$ cat src/rtl/pe_row_scheduler.sv
// Row sequencer feeding one PE's filter/ifmap buffers from a 1-cycle-latency memory.
// Define FILTER_REUSE_EN to fetch filter words for row 0 only.
module pe_row_scheduler #(
  parameter int DATA_WIDTH = 16,
  parameter int ADDR_WIDTH = 8,
  parameter int LEN_WIDTH  = 6,
  parameter int ROWS_WIDTH = 4
) (
  input  logic                    clk,
  input  logic                    rst,
  input  logic                    cfg_start,
  input  logic [ROWS_WIDTH-1:0]   cfg_num_rows,
  input  logic [LEN_WIDTH-1:0]    cfg_filter_len,
  input  logic [LEN_WIDTH-1:0]    cfg_ifmap_len,
  input  logic [ADDR_WIDTH-1:0]   cfg_filter_base,
  input  logic [ADDR_WIDTH-1:0]   cfg_ifmap_base,
  output logic                    mem_rd_en,
  output logic [ADDR_WIDTH-1:0]   mem_addr,
  input  logic [DATA_WIDTH-1:0]   mem_rd_data,
  output logic                    flb_write_en,
  output logic [DATA_WIDTH-1:0]   flb_data,
  input  logic                    flb_full,
  output logic                    ifb_write_en,
  output logic [DATA_WIDTH+1:0]   ifb_data,
  input  logic                    ifb_full,
  output logic                    pe_start,
  input  logic                    pe_done,
  output logic                    busy,
  output logic [ROWS_WIDTH-1:0]   row_idx,
  output logic                    done
);

  typedef enum logic [2:0] {
    IDLE,
    START_PE,
    LOAD_FILT,
    LOAD_IFMAP,
    WAIT_PE,
    FINISH
  } state_t;

  state_t state_q, state_d;

  logic [ROWS_WIDTH-1:0] num_rows_q;
  logic [ROWS_WIDTH-1:0] row_q;
  logic [LEN_WIDTH-1:0]  filt_len_q;
  logic [LEN_WIDTH-1:0]  ifm_len_q;
  logic [LEN_WIDTH-1:0]  issued_q;
  logic [LEN_WIDTH-1:0]  written_q;
  logic [ADDR_WIDTH-1:0] filt_ptr_q;
  logic [ADDR_WIDTH-1:0] ifm_ptr_q;
  logic                  pend_q;
  logic                  skid_vld_q;
  logic [DATA_WIDTH-1:0] skid_q;

  logic                  in_filt;
  logic                  in_ifm;
  logic                  loading;
  logic [LEN_WIDTH-1:0]  cur_len;
  logic                  tgt_full;
  logic                  rd_fire;
  logic                  wr_fire;
  logic                  last_wr;
  logic [DATA_WIDTH-1:0] wr_word;
  logic                  cfg_go;
  logic                  need_filt;
  logic                  last_row;
  logic                  to_skid;

  assign in_filt  = (state_q == LOAD_FILT);
  assign in_ifm   = (state_q == LOAD_IFMAP);
  assign loading  = in_filt | in_ifm;
  assign cur_len  = in_filt ? filt_len_q : ifm_len_q;
  assign tgt_full = in_filt ? flb_full : ifb_full;
  assign cfg_go   = (state_q == IDLE) && cfg_start;
  assign last_row = (row_q == num_rows_q - ROWS_WIDTH'(1));

  // A read is only issued when its data can land in the buffer or the skid.
  assign rd_fire  = loading && (issued_q != cur_len)
                 && !tgt_full && !skid_vld_q;
  assign wr_fire  = loading && !tgt_full && (skid_vld_q || pend_q);
  assign wr_word  = skid_vld_q ? skid_q : mem_rd_data;
  assign last_wr  = wr_fire
                 && (written_q == cur_len - LEN_WIDTH'(1));
  assign to_skid  = pend_q && (tgt_full || skid_vld_q);

`ifdef FILTER_REUSE_EN
  assign need_filt = (row_q == '0);
`else
  assign need_filt = 1'b1;
`endif

  always_ff @(posedge clk or negedge rst) begin
    if (!rst) begin
      state_q <= IDLE;
    end else begin
      state_q <= state_d;
    end
  end

  always_comb begin
    state_d = state_q;
    unique case (state_q)
      IDLE: begin
        if (cfg_start) begin
          state_d = (cfg_num_rows == '0) ? FINISH : START_PE;
        end
      end
      START_PE: begin
        if (need_filt && filt_len_q != '0) begin
          state_d = LOAD_FILT;
        end else if (ifm_len_q != '0) begin
          state_d = LOAD_IFMAP;
        end else begin
          state_d = WAIT_PE;
        end
      end
      LOAD_FILT: begin
        if (last_wr) begin
          state_d = (ifm_len_q != '0) ? LOAD_IFMAP : WAIT_PE;
        end
      end
      LOAD_IFMAP: begin
        if (last_wr) begin
          state_d = WAIT_PE;
        end
      end
      WAIT_PE: begin
        if (pe_done) begin
          state_d = last_row ? FINISH : START_PE;
        end
      end
      FINISH: begin
        state_d = IDLE;
      end
      default: begin
        state_d = IDLE;
      end
    endcase
  end

  always_ff @(posedge clk or negedge rst) begin
    if (!rst) begin
      num_rows_q <= '0;
      row_q      <= '0;
      filt_len_q <= '0;
      ifm_len_q  <= '0;
      issued_q   <= '0;
      written_q  <= '0;
      filt_ptr_q <= '0;
      ifm_ptr_q  <= '0;
      pend_q     <= 1'b0;
      skid_vld_q <= 1'b0;
      skid_q     <= '0;
    end else begin
      pend_q <= rd_fire;
      if (cfg_go) begin
        num_rows_q <= cfg_num_rows;
        filt_len_q <= cfg_filter_len;
        ifm_len_q  <= cfg_ifmap_len;
        filt_ptr_q <= cfg_filter_base;
        ifm_ptr_q  <= cfg_ifmap_base;
        row_q      <= '0;
        issued_q   <= '0;
        written_q  <= '0;
        skid_vld_q <= 1'b0;
      end
      if (rd_fire) begin
        issued_q <= issued_q + LEN_WIDTH'(1);
        if (in_filt) begin
          filt_ptr_q <= filt_ptr_q + ADDR_WIDTH'(1);
        end else begin
          ifm_ptr_q <= ifm_ptr_q + ADDR_WIDTH'(1);
        end
      end
      if (wr_fire) begin
        written_q <= written_q + LEN_WIDTH'(1);
      end
      if (to_skid) begin
        skid_vld_q <= 1'b1;
        skid_q     <= mem_rd_data;
      end else if (wr_fire && skid_vld_q) begin
        skid_vld_q <= 1'b0;
      end
      if (last_wr) begin
        issued_q  <= '0;
        written_q <= '0;
      end
      if (state_q == WAIT_PE && pe_done && !last_row) begin
        row_q <= row_q + ROWS_WIDTH'(1);
      end
    end
  end

  assign mem_rd_en    = rd_fire;
  assign mem_addr     = !rd_fire ? '0
                      : (in_filt ? filt_ptr_q : ifm_ptr_q);
  assign flb_write_en = wr_fire && in_filt;
  assign flb_data     = flb_write_en ? wr_word : '0;
  assign ifb_write_en = wr_fire && in_ifm;
  assign ifb_data     = !ifb_write_en ? '0
                      : {written_q == '0,
                         written_q == ifm_len_q - LEN_WIDTH'(1),
                         wr_word};
  assign pe_start     = (state_q == START_PE);
  assign busy         = (state_q != IDLE);
  assign done         = (state_q == FINISH);
  assign row_idx      = row_q;

endmodule

$ cat config.mk
export PLATFORM = sky130hd
export DESIGN_NAME = pe_row_scheduler
export DESIGN_NICKNAME = d
export VERILOG_FILES = /design/src/rtl/pe_row_scheduler.sv
export SDC_FILE = /design/constraint.sdc
export NUM_CORES = 1
export LEC_CHECK = 0
export CORE_ASPECT_RATIO = 1.75
export CORE_UTILIZATION = 30
export CTS_BUF_LIST = sky130_fd_sc_hd__clkbuf_4 sky130_fd_sc_hd__clkbuf_8 sky130_fd_sc_hd__clkbuf_16
export DETAILED_ROUTE_END_ITERATION = 6
export GPL_ROUTABILITY_DRIVEN = 1
export PLACE_DENSITY = 0.6
export SYNTH_ARGS = -nofsm -noshare
export SYNTH_HDL_FRONTEND = slang
export SYNTH_SLANG_ARGS = --single-unit
export TNS_END_PERCENT = 20
$ cat constraint.sdc
create_clock -name clk -period 3.2 [get_ports clk]
set_clock_uncertainty 0.05 [all_clocks]
set_input_delay 0.64 -clock clk [delete_from_list [all_inputs] [get_ports clk]]
set_output_delay 0.64 -clock clk [all_outputs]
set_load 0.01 [all_outputs]
==> results.json, run 1 <==
{
  "synth_ff_type": "dfrtp_1",
  "die_x_um": 95.6,
  "crit_buf_inv": 2,
  "swShare": 0.427,
  "cts_buffers": 9,
  "post_drt_wl_per_cell_um": 16.8,
  "die_h_um": 166,
  "status": "finished with violations",
  "p_clk_frac": 0.159,
  "nFillCells": 1514,
  "rows": 59,
  "maxSlewHeadroom": 0.389,
  "worst_path_most_repeated_cell": "nand2_1",
  "violations": "negative setup slack",
  "start_util": 0.309,
  "track_usage": 0.192,
  "cts_root_buf": "clkbuf_16",
  "overflow": 0,
  "async_flop_share": 1.00,
  "synthCells": 535,
  "slew_viol_final": 0,
  "clk_pin_slew_ns": 0.06,
  "dpl.hpwl_um": 11000,
  "finalSetupViolCount": 1,
  "p_leak_nw": 3.04,
  "layout-drive-gt1-share": 0.166,
  "hold_class": "input pin to async pin",
  "syn_area_mm2": 0.00460,
  "critPathSlowestCell": "or3b_4",
  "setup_slack_ns": -0.0120,
  "power_density_mw_per_mm2": 985,
  "htreeDepth": 3,
  "yosysTopAreaCellShare": 0.375,
  "via_per_inst": 5.24,
  "peakVddDrop_mv": 0.371,
  "gp_congestion": 0.869,
  "arrival_ns": 2.52,
  "antenna_left": 0,
  "synth-edff-count": 0,
  "synth_seq_cells": 69,
  "fin_crit_sh": 1.00,
  "top_level_ports": 106,
  "area_delta_synth_final_pct": 39.9,
  "final_core_util": 0.432,
  "vias": 4453,
  "grt_pass1_wl_um": 23400,
  "placed_area_mm2": 0.00608,
  "path_class": "flip-flop to primary output",
  "core_mm2": 0.0149,
  "syn_nets": 599,
  "ys_seq_area_frac": 0.375,
  "rsz0062_at_grt": "true",
  "yosysTopAreaCell": "dfrtp_1",
  "dieArea_mm2": 0.0159,
  "stdcell_area_mm2": 0.00643,
  "cpLargestDelayFamily": "simple AND/OR/NAND/NOR gates",
  "postCtsHoldBufs": 0,
  "pwr-share-seq": 0.268,
  "antenna_cells": 0,
  "combPwrFrac": 0.573,
  "antenna_found_initial": 0,
  "numClockSinks": 69,
  "grt_max_degree": 39,
  "ff_latch_area_mm2": 0.00173,
  "wl_um": 14300,
  "synth.area.top_cells": "dfrtp_1 (38%), nand2_1 (6.1%), nor2_1 (5.4%)",
  "critPathCaptureType": "primary output",
  "crit_fanout": 9,
  "internal-power_mw": 3.63,
  "critPathMaxStageDelay_ns": 0.43,
  "multi_input_area_mm2": 0.00271,
  "p_sw_mw": 2.71,
  "detail_route.first_pass.iterations": 5,
  "worst_pin_slew_ns": 0.916,
  "drc": 0,
  "hold_viol_final": 0,
  "syn_area_per_cell_um2": 8.60,
  "path_cells": "or3b_4 > buf_4 > o221ai_1 > a22oi_2 > a311oi_2 > and2_4 > nand2_1 > nand2_1 > clkdlybuf4s15_2",
  "required_ns": 2.51,
  "clk_latency_ns": 0.33,
  "max-cap-violations": 0,
  "drt_iter0_markers": 303,
  "final_nets": 726,
  "cts_tree": "yes",
  "finalCriticalPeriod_ns": 3.21,
  "grt_pass1_vias": 4722,
  "clockBufferDepth": 2,
  "synth_warnings": 0,
  "max_freq_mhz": 311,
  "synth.distinct_cells": 67,
  "power_mw": 6.34,
  "start_kind": "flip-flop",
  "io_buffers": 105
}
## kinds of logic after synthesis
family,after synthesis,share of synthesized area
compound gates,97,0.150
fa+ha+maj,10,0.0272
buf+inv,51,0.0492
flops,69,0.375
xor+xnor,28,0.0533
mux,45,0.107
simple gates,235,0.239
## flip-flops by register name (all words and copies together) (netlist names)
signal	flops
filt_ptr_q	8
pend_q	1
skid_vld_q	1
state_q	3
filt_len_q	6
row_idx	4
skid_q	16
num_rows_q	4
written_q	6
ifm_ptr_q	8
ifm_len_q	6
issued_q	6
## metrics by stage
stage               worst slack, ns  hold slack (ns)  instances  setup TNS (ns)
floorplan                     0.165            0.294        535               0
global placement             -0.139            0.431        834           -2.75
detailed placement           -0.160            0.444        834           -2.50
CTS                          -0.123            0.419        849          -0.224
global route                 -0.112            0.462        850          -0.555
finish                      -0.0120            0.385        850         -0.0120
## metal layers
layer	up-vias	routed length, um	track usage
met2	106	8200	0.367
met1	2173	5030	0.187
li1	2127	-	-
met3	47	311	0.0238
met5	-	0	0
met4	0	734	0.116
## layout make-up
cell class	count	area share
inverters	17	0.00992
flip-flops and latches	69	0.268
well taps	183	0.0356
clock buffers	10	0.0371
repair buffers	150	0.219
clock inverters	6	0.00972
multi-input cells	415	0.421
## power groups by stage
stage	combinational [mW]	clock, mW	sequential [mW]
after floorplan	2.35	0	1.54
after global placement	3.49	0	1.70
after detailed placement	3.59	0	1.71
after CTS	3.60	1.03	1.70
after global routing	3.96	1.07	1.76
final	3.63	1.01	1.70
## Yosys cell counts (6+ instances only)
cell       n
nor2_1    66
mux2_2    17
xor2_1     9
nand3_1   21
a22o_1     6
clkbuf_1  23
and3_1    12
a21oi_1   18
o21ai_0   26
nand2b_1  14
nor3_1    17
ha_1      10
inv_1     17
dfrtp_1   69
nand2_1   75
mux2i_1   24
xnor2_1   19
## timing repair
action / CTS / global route
endpoints found under the setup margin: 29 / 31
endpoints found under the hold margin: 0 / 0
gates resized for setup: 60 / 20
pin swaps: 8 / 3
setup buffers: 0 / 1
## cells in the final DEF, fill, tap and decap left out, types with 4 or more instances in the layout
cell              n
nand3_1          21
buf_4            40
nor2_1           64
clkbuf_16         9
xnor2_1          19
o22ai_1           4
inv_1            17
nor3_1           17
dlygate4sd2_1    17
clkdlybuf4s50_1  63
xor2_1            9
a22o_1            6
a22oi_1           5
dfrtp_1          69
ha_1             10
nand4_1           5
o32ai_1           5
a31oi_1           4
nand2_1          75
buf_6             4
dlymetal6s2s_1   14
a21oi_1          17
and3_1           12
mux2i_1          23
nand2b_1         14
o21ai_0          26
buf_2             7
mux2_2           16
## final timing paths
kind	from	end	slack (ns)	depth (start not counted)
worst min register to register	num_rows_q[3]	num_rows_q[3]	0.46	2
worst max-delay path	state_q[0]	mem_addr[3]	-0.01	9
max in group asynchronous	rst	ifm_ptr_q[3]	2.00	2
min in group clk	num_rows_q[3]	num_rows_q[3]	0.46	2
worst max register to register	state_q[0]	state_q[0]	0.09	13
worst min-delay path	rst	num_rows_q[2]	0.38	1
(Power assumes the default switching activity.)
==> run 2: changes to the inputs <==
--- a/config.mk
+++ b/config.mk
@@ -6,11 +6,11 @@
 export NUM_CORES = 1
 export LEC_CHECK = 0
 export CORE_ASPECT_RATIO = 1.75
-export CORE_UTILIZATION = 30
+export CORE_UTILIZATION = 31
 export CTS_BUF_LIST = sky130_fd_sc_hd__clkbuf_4 sky130_fd_sc_hd__clkbuf_8 sky130_fd_sc_hd__clkbuf_16
 export DETAILED_ROUTE_END_ITERATION = 6
 export GPL_ROUTABILITY_DRIVEN = 1
-export PLACE_DENSITY = 0.6
+export PLACE_DENSITY = 0.62
 export SYNTH_ARGS = -nofsm -noshare
 export SYNTH_HDL_FRONTEND = slang
 export SYNTH_SLANG_ARGS = --single-unit
==> run 2 against run 1 <==
Net effect:
- the run still ends with negative setup slack left
- sequential power about the same
- final cell count decreased by 0.71%
- sequential share of layout area about the same
==> results.json, run 2 (synthesis results as in run 1) <==
{
  "status": "finished with violations",
  "violations": "negative setup slack",
  "worst_path_most_repeated_cell": "nand2_1",
  "grt_pass1_wl_um": 22700,
  "swShare": 0.427,
  "reg_top3": "skid_q x16, filt_ptr_q x8, ifm_ptr_q x8",
  "critPathCaptureType": "primary output",
  "post_drt_wl_per_cell_um": 16.7,
  "largest_reg_flops": 16,
  "cts_tree": "yes",
  "path_cells": "or3b_4 > mux2i_4 > xor2_2 > a311oi_4 > and2_4 > buf_4 > nand2_1 > nand2_1 > buf_2",
  "peakVddDrop_mv": 0.497,
  "area_delta_synth_final_pct": 39.9,
  "overflow": 0,
  "htreeDepth": 3,
  "fin_crit_sh": 1.01,
  "drc": 0,
  "start_kind": "flip-flop",
  "mostFrequentLayoutCells": "nand2_1 (74), dfrtp_1 (69), nor2_1 (65), clkdlybuf4s50_1 (59), buf_4 (36)",
  "nFillCells": 1402,
  "hold_viol_final": 0,
  "rsz0062_at_grt": "true",
  "worst_pin_slew_ns": 0.769,
  "arrival_ns": 2.56,
  "cts_root_buf": "clkbuf_16",
  "max-cap-violations": 0,
  "clk_latency_ns": 0.33,
  "hold_class": "input pin to async pin",
  "cts_buffers": 9,
  "multi_input_area_mm2": 0.00275,
  "internal-power_mw": 3.65,
  "clk_pin_slew_ns": 0.06,
  "path_class": "flip-flop to primary output",
  "core_mm2": 0.0144,
  "antenna_left": 0,
  "setup_slack_ns": -0.0468,
  "grt_max_degree": 39,
  "pwr-share-seq": 0.269,
  "io_buffers": 105,
  "antenna_cells": 0,
  "crit_fanout": 4,
  "p_sw_mw": 2.72,
  "crit_buf_inv": 2,
  "via_per_inst": 5.29,
  "final_nets": 724,
  "postCtsHoldBufs": 0,
  "stdcell_count": 844,
  "p_clk_frac": 0.158,
  "combPwrFrac": 0.572,
  "track_usage": 0.191,
  "critPathMaxStageDelay_ns": 0.42,
  "maxSlewHeadroom": 0.487,
  "final_core_util": 0.446,
  "finalCriticalPeriod_ns": 3.25,
  "final_common_cell": "nand2_1",
  "max_freq_mhz": 308,
  "critPathSlowestCell": "or3b_4",
  "numClockSinks": 69,
  "p_leak_nw": 3.09,
  "layout-drive-gt1-share": 0.164,
  "top_register": "skid_q",
  "place_inst": 825,
  "power_mw": 6.37,
  "drt_iter0_markers": 234,
  "grt_pass1_vias": 4664,
  "top_level_ports": 106,
  "rows": 58,
  "finalSetupViolCount": 3,
  "clockBufferDepth": 2,
  "die_h_um": 163,
  "wl_um": 14100,
  "cpLargestDelayFamily": "simple AND/OR/NAND/NOR gates",
  "vias": 4463,
  "power_density_mw_per_mm2": 989,
  "antenna_found_initial": 0,
  "detail_route.first_pass.iterations": 4,
  "die_x_um": 94.1,
  "place_ws_ns": -0.276,
  "ff_latch_area_mm2": 0.00173,
  "required_ns": 2.51,
  "dieArea_mm2": 0.0154,
  "gp_congestion": 0.901,
  "slew_viol_final": 0,
  "dpl.hpwl_um": 10700,
  "start_util": 0.319
}
[run 2: cell count changes in the layout (fill, tap and decap cells not counted), sizes merged]
cell and delta:
and2 +1, buf -3, clkbuf +2, clkdlybuf4s15 -3, clkdlybuf4s50 -4, clkinvlp -2
dlygate4sd2 +4, dlymetal6s2s +2
[run 2: area by class of cell]
class                      instances  share of cell area
clock buffer                      11              0.0393
clock inverter                     4             0.00739
inverter                          17             0.00991
multi-input combinational        416               0.427
sequential                        69               0.268
tap                              180              0.0350
timing repair buffer             147               0.214
[run 2: through the flow]
stage | instance area, um2 | hold WS [ns] | setup TNS, ns
5_1_grt | 6440 | 0.390 | -0.649
6_report | 6440 | 0.326 | -0.128
4_1_cts | 6370 | 0.349 | -0.864
3_5_place_dp | 6030 | 0.446 | -4.37
3_3_place_gp | 6030 | 0.429 | -3.22
2_1_floorplan | 4600 | 0.294 | 0
[run 2: final timing paths]
check                                   start             to  slack, ns  cells after the start
worst min register to register  num_rows_q[3]  num_rows_q[3]       0.45                      2
worst max-delay path               state_q[0]    mem_addr[7]      -0.05                      9
min in group clk                num_rows_q[3]  num_rows_q[3]       0.45                      2
worst min-delay path                      rst      skid_q[2]       0.33                      1
max in group asynchronous                 rst   ifm_len_q[3]       2.10                      2
worst max register to register     state_q[0]   written_q[5]       0.23                     14
[run 2: power by group through the flow]
stage | Combinational [mW] | Sequential [mW] | Clock [mW]
2_1_floorplan | 2.35 | 1.54 | 0
3_3_place_gp | 3.42 | 1.70 | 0
3_5_place_dp | 3.53 | 1.72 | 0
4_1_cts | 3.57 | 1.70 | 1.03
5_1_grt | 3.99 | 1.77 | 1.07
6_report | 3.64 | 1.72 | 1.01
[run 2: layer usage]
| metal | GRT usage | part of all wire |
|---|---|---|
| met5 | 0 | 0 |
| met4 | 0.103 | 0.041 |
| met3 | 0.0303 | 0.027 |
| met2 | 0.367 | 0.58 |
| met1 | 0.190 | 0.35 |
[run 2: timing repair]
item	4_1_cts	5_1_grt
setup endpoints to repair	45	26
setup buffers	2	2
gates cloned	1	0
gates resized for setup	52	38
pin swaps	6	6
==> run 3: changes to the inputs <==
--- a/config.mk
+++ b/config.mk
@@ -9,8 +9,9 @@
 export CORE_UTILIZATION = 31
 export CTS_BUF_LIST = sky130_fd_sc_hd__clkbuf_4 sky130_fd_sc_hd__clkbuf_8 sky130_fd_sc_hd__clkbuf_16
 export DETAILED_ROUTE_END_ITERATION = 6
-export GPL_ROUTABILITY_DRIVEN = 1
+export GPL_ROUTABILITY_DRIVEN = 0
 export PLACE_DENSITY = 0.62
+export SETUP_SLACK_MARGIN = 0.05
 export SYNTH_ARGS = -nofsm -noshare
 export SYNTH_HDL_FRONTEND = slang
 export SYNTH_SLANG_ARGS = --single-unit
==> run 3 against run 2 <==
Net effect:
- the flow now finishes without violations
- highest routed layer unchanged
- power fell by 1.0%
- worst hold slack better by 0.013 ns
- non-clock buffer count grew 1
- worst setup slack improved by 0.048 ns
- critical endpoint is now mem_addr[4]
- via count increased by 0.13%
- sequential share of layout area is 0.12 points higher
- clock power is essentially flat
==> results.json, run 3 (synthesis results as in run 1) <==
{
  "rrSetupSlack_ns": 0.26,
  "arrival_ns": 2.51,
  "cts_tree": "yes",
  "rows": 58,
  "fin_crit_sh": 1.00,
  "status": "finished, final reports clean",
  "crit_fanout": 5,
  "start_kind": "flip-flop",
  "final_core_util": 0.444,
  "finalSetupViolCount": 0,
  "power_density_mw_per_mm2": 984,
  "start_util": 0.319,
  "via_per_inst": 5.29,
  "clk_latency_ns": 0.33,
  "io_buffers": 105,
  "area_delta_synth_final_pct": 39.3,
  "core_mm2": 0.0144,
  "dieArea_mm2": 0.0154,
  "hold_viol_final": 0,
  "place_inst": 825,
  "peakVddDrop_mv": 0.454,
  "clockBufferDepth": 2,
  "mostFrequentLayoutCells": "nand2_1 (73), dfrtp_1 (69), nor2_1 (65), clkdlybuf4s50_1 (58), buf_4 (36)",
  "antenna_cells": 0,
  "nFillCells": 1404,
  "clk_pin_slew_ns": 0.05,
  "reg2reg_from": "state_q[0]",
  "stdcell_count": 845,
  "power_mw": 6.30,
  "required_ns": 2.51,
  "largest_reg_flops": 16,
  "grt_pass1_wl_um": 22600,
  "grt_max_degree": 39,
  "max_freq_mhz": 313,
  "die_x_um": 94.1,
  "dpl.hpwl_um": 10700,
  "drc": 0,
  "drt_iter0_markers": 260,
  "worst_pin_slew_ns": 0.779,
  "finalCriticalPeriod_ns": 3.20,
  "overflow": 0,
  "cts_buffers": 9,
  "layout-drive-gt1-share": 0.167,
  "rsz0062_at_grt": "true",
  "antenna_left": 0,
  "htreeDepth": 3,
  "antenna_found_initial": 0,
  "rr_endpoint": "written_q[5]",
  "cts_root_buf": "clkbuf_16",
  "die_h_um": 163,
  "maxSlewHeadroom": 0.481,
  "critPathCaptureType": "primary output",
  "reg_top3": "skid_q x16, filt_ptr_q x8, ifm_ptr_q x8",
  "top_level_ports": 106,
  "post_drt_wl_per_cell_um": 16.5,
  "detail_route.first_pass.iterations": 5,
  "wl_um": 13900,
  "slew_viol_final": 0,
  "path_class": "flip-flop to primary output",
  "top_register": "skid_q",
  "numClockSinks": 69,
  "track_usage": 0.191,
  "vias": 4469,
  "final_common_cell": "nand2_1",
  "worstRegToRegCells": 14,
  "max-cap-violations": 0,
  "final_nets": 725,
  "grt_pass1_vias": 4700,
  "p_leak_nw": 3.06,
  "hold_class": "input pin to async pin"
}
[run 3: changes by cell type in the layout (fill, tap and decap cells not counted), sizes merged]
cell / delta
buf: +2
clkdlybuf4s50: -1
dlygate4sd2: +2
dlymetal6s2s: -2
[run 3: what timing repair did]
item                       CTS  global route
gates cloned                 1             0
setup endpoints to repair   45            28
setup buffers                3             1
pin swaps                    7             4
hold buffers                 0             0
gates resized for setup     73            20
[run 3: per-stage QoR]
step                      area [um2]  setup slack (ns)  TNS [ns]  hold WS (ns)
final                           6410           0.00115         0         0.338
after CTS                       6350            -0.122    -0.158         0.349
after detailed placement        6030            -0.276     -4.37         0.446
after floorplan                 4600             0.165         0         0.294
after global placement          6030            -0.204     -3.22         0.429
after global routing            6410           -0.0722    -0.183         0.392
[run 3: critical path, stage by stage (launching register included)]
cell and delay, ns:
dfrtp_1 0.38, or3b_4 0.43, a2111o_1 0.32, a22oi_2 0.24, a311oi_2 0.13, buf_4 0.18
and2_4 0.16, a22o_1 0.21, buf_2 0.14
[run 3: power by group]
part | switching [mW] | leakage (nW) | internal [mW]
clock | 0.360 | 0.147 | 0.638
combinational | 1.85 | 2.08 | 1.74
sequential | 0.460 | 0.831 | 1.25
[run 3: per-layer routing]
metal	GRT usage	wire length, um	part of all wire	up-vias
met5	0	0	0	-
met4	0.113	637	0.046	0
met3	0.0261	390	0.028	43
met2	0.364	8040	0.58	122
met1	0.190	4870	0.35	2172
li1	-	-	-	2132
[run 3: worst max path at each step]
stage,from,cells after the start,end,slack [ns]
2_1_floorplan,state_q[0],10,mem_addr[0],0.16
3_3_place_gp,ifb_full,7,mem_addr[6],-0.20
3_5_place_dp,ifb_full,7,mem_addr[4],-0.28
4_1_cts,flb_full,7,ifb_data[16],-0.12
5_1_grt,state_q[0],11,mem_addr[7],-0.07
6_report,state_q[2],8,mem_addr[4],0.001
[run 3: layout make-up]
cell class	count	area, um2	share of cell area
clock inverter	4	47.5	0.00742
clock buffer	11	253	0.0394
sequential	69	1730	0.269
inverter	17	63.8	0.00996
multi-input combinational	416	2720	0.424
tap	180	225	0.0351
timing repair buffer	148	1370	0.214
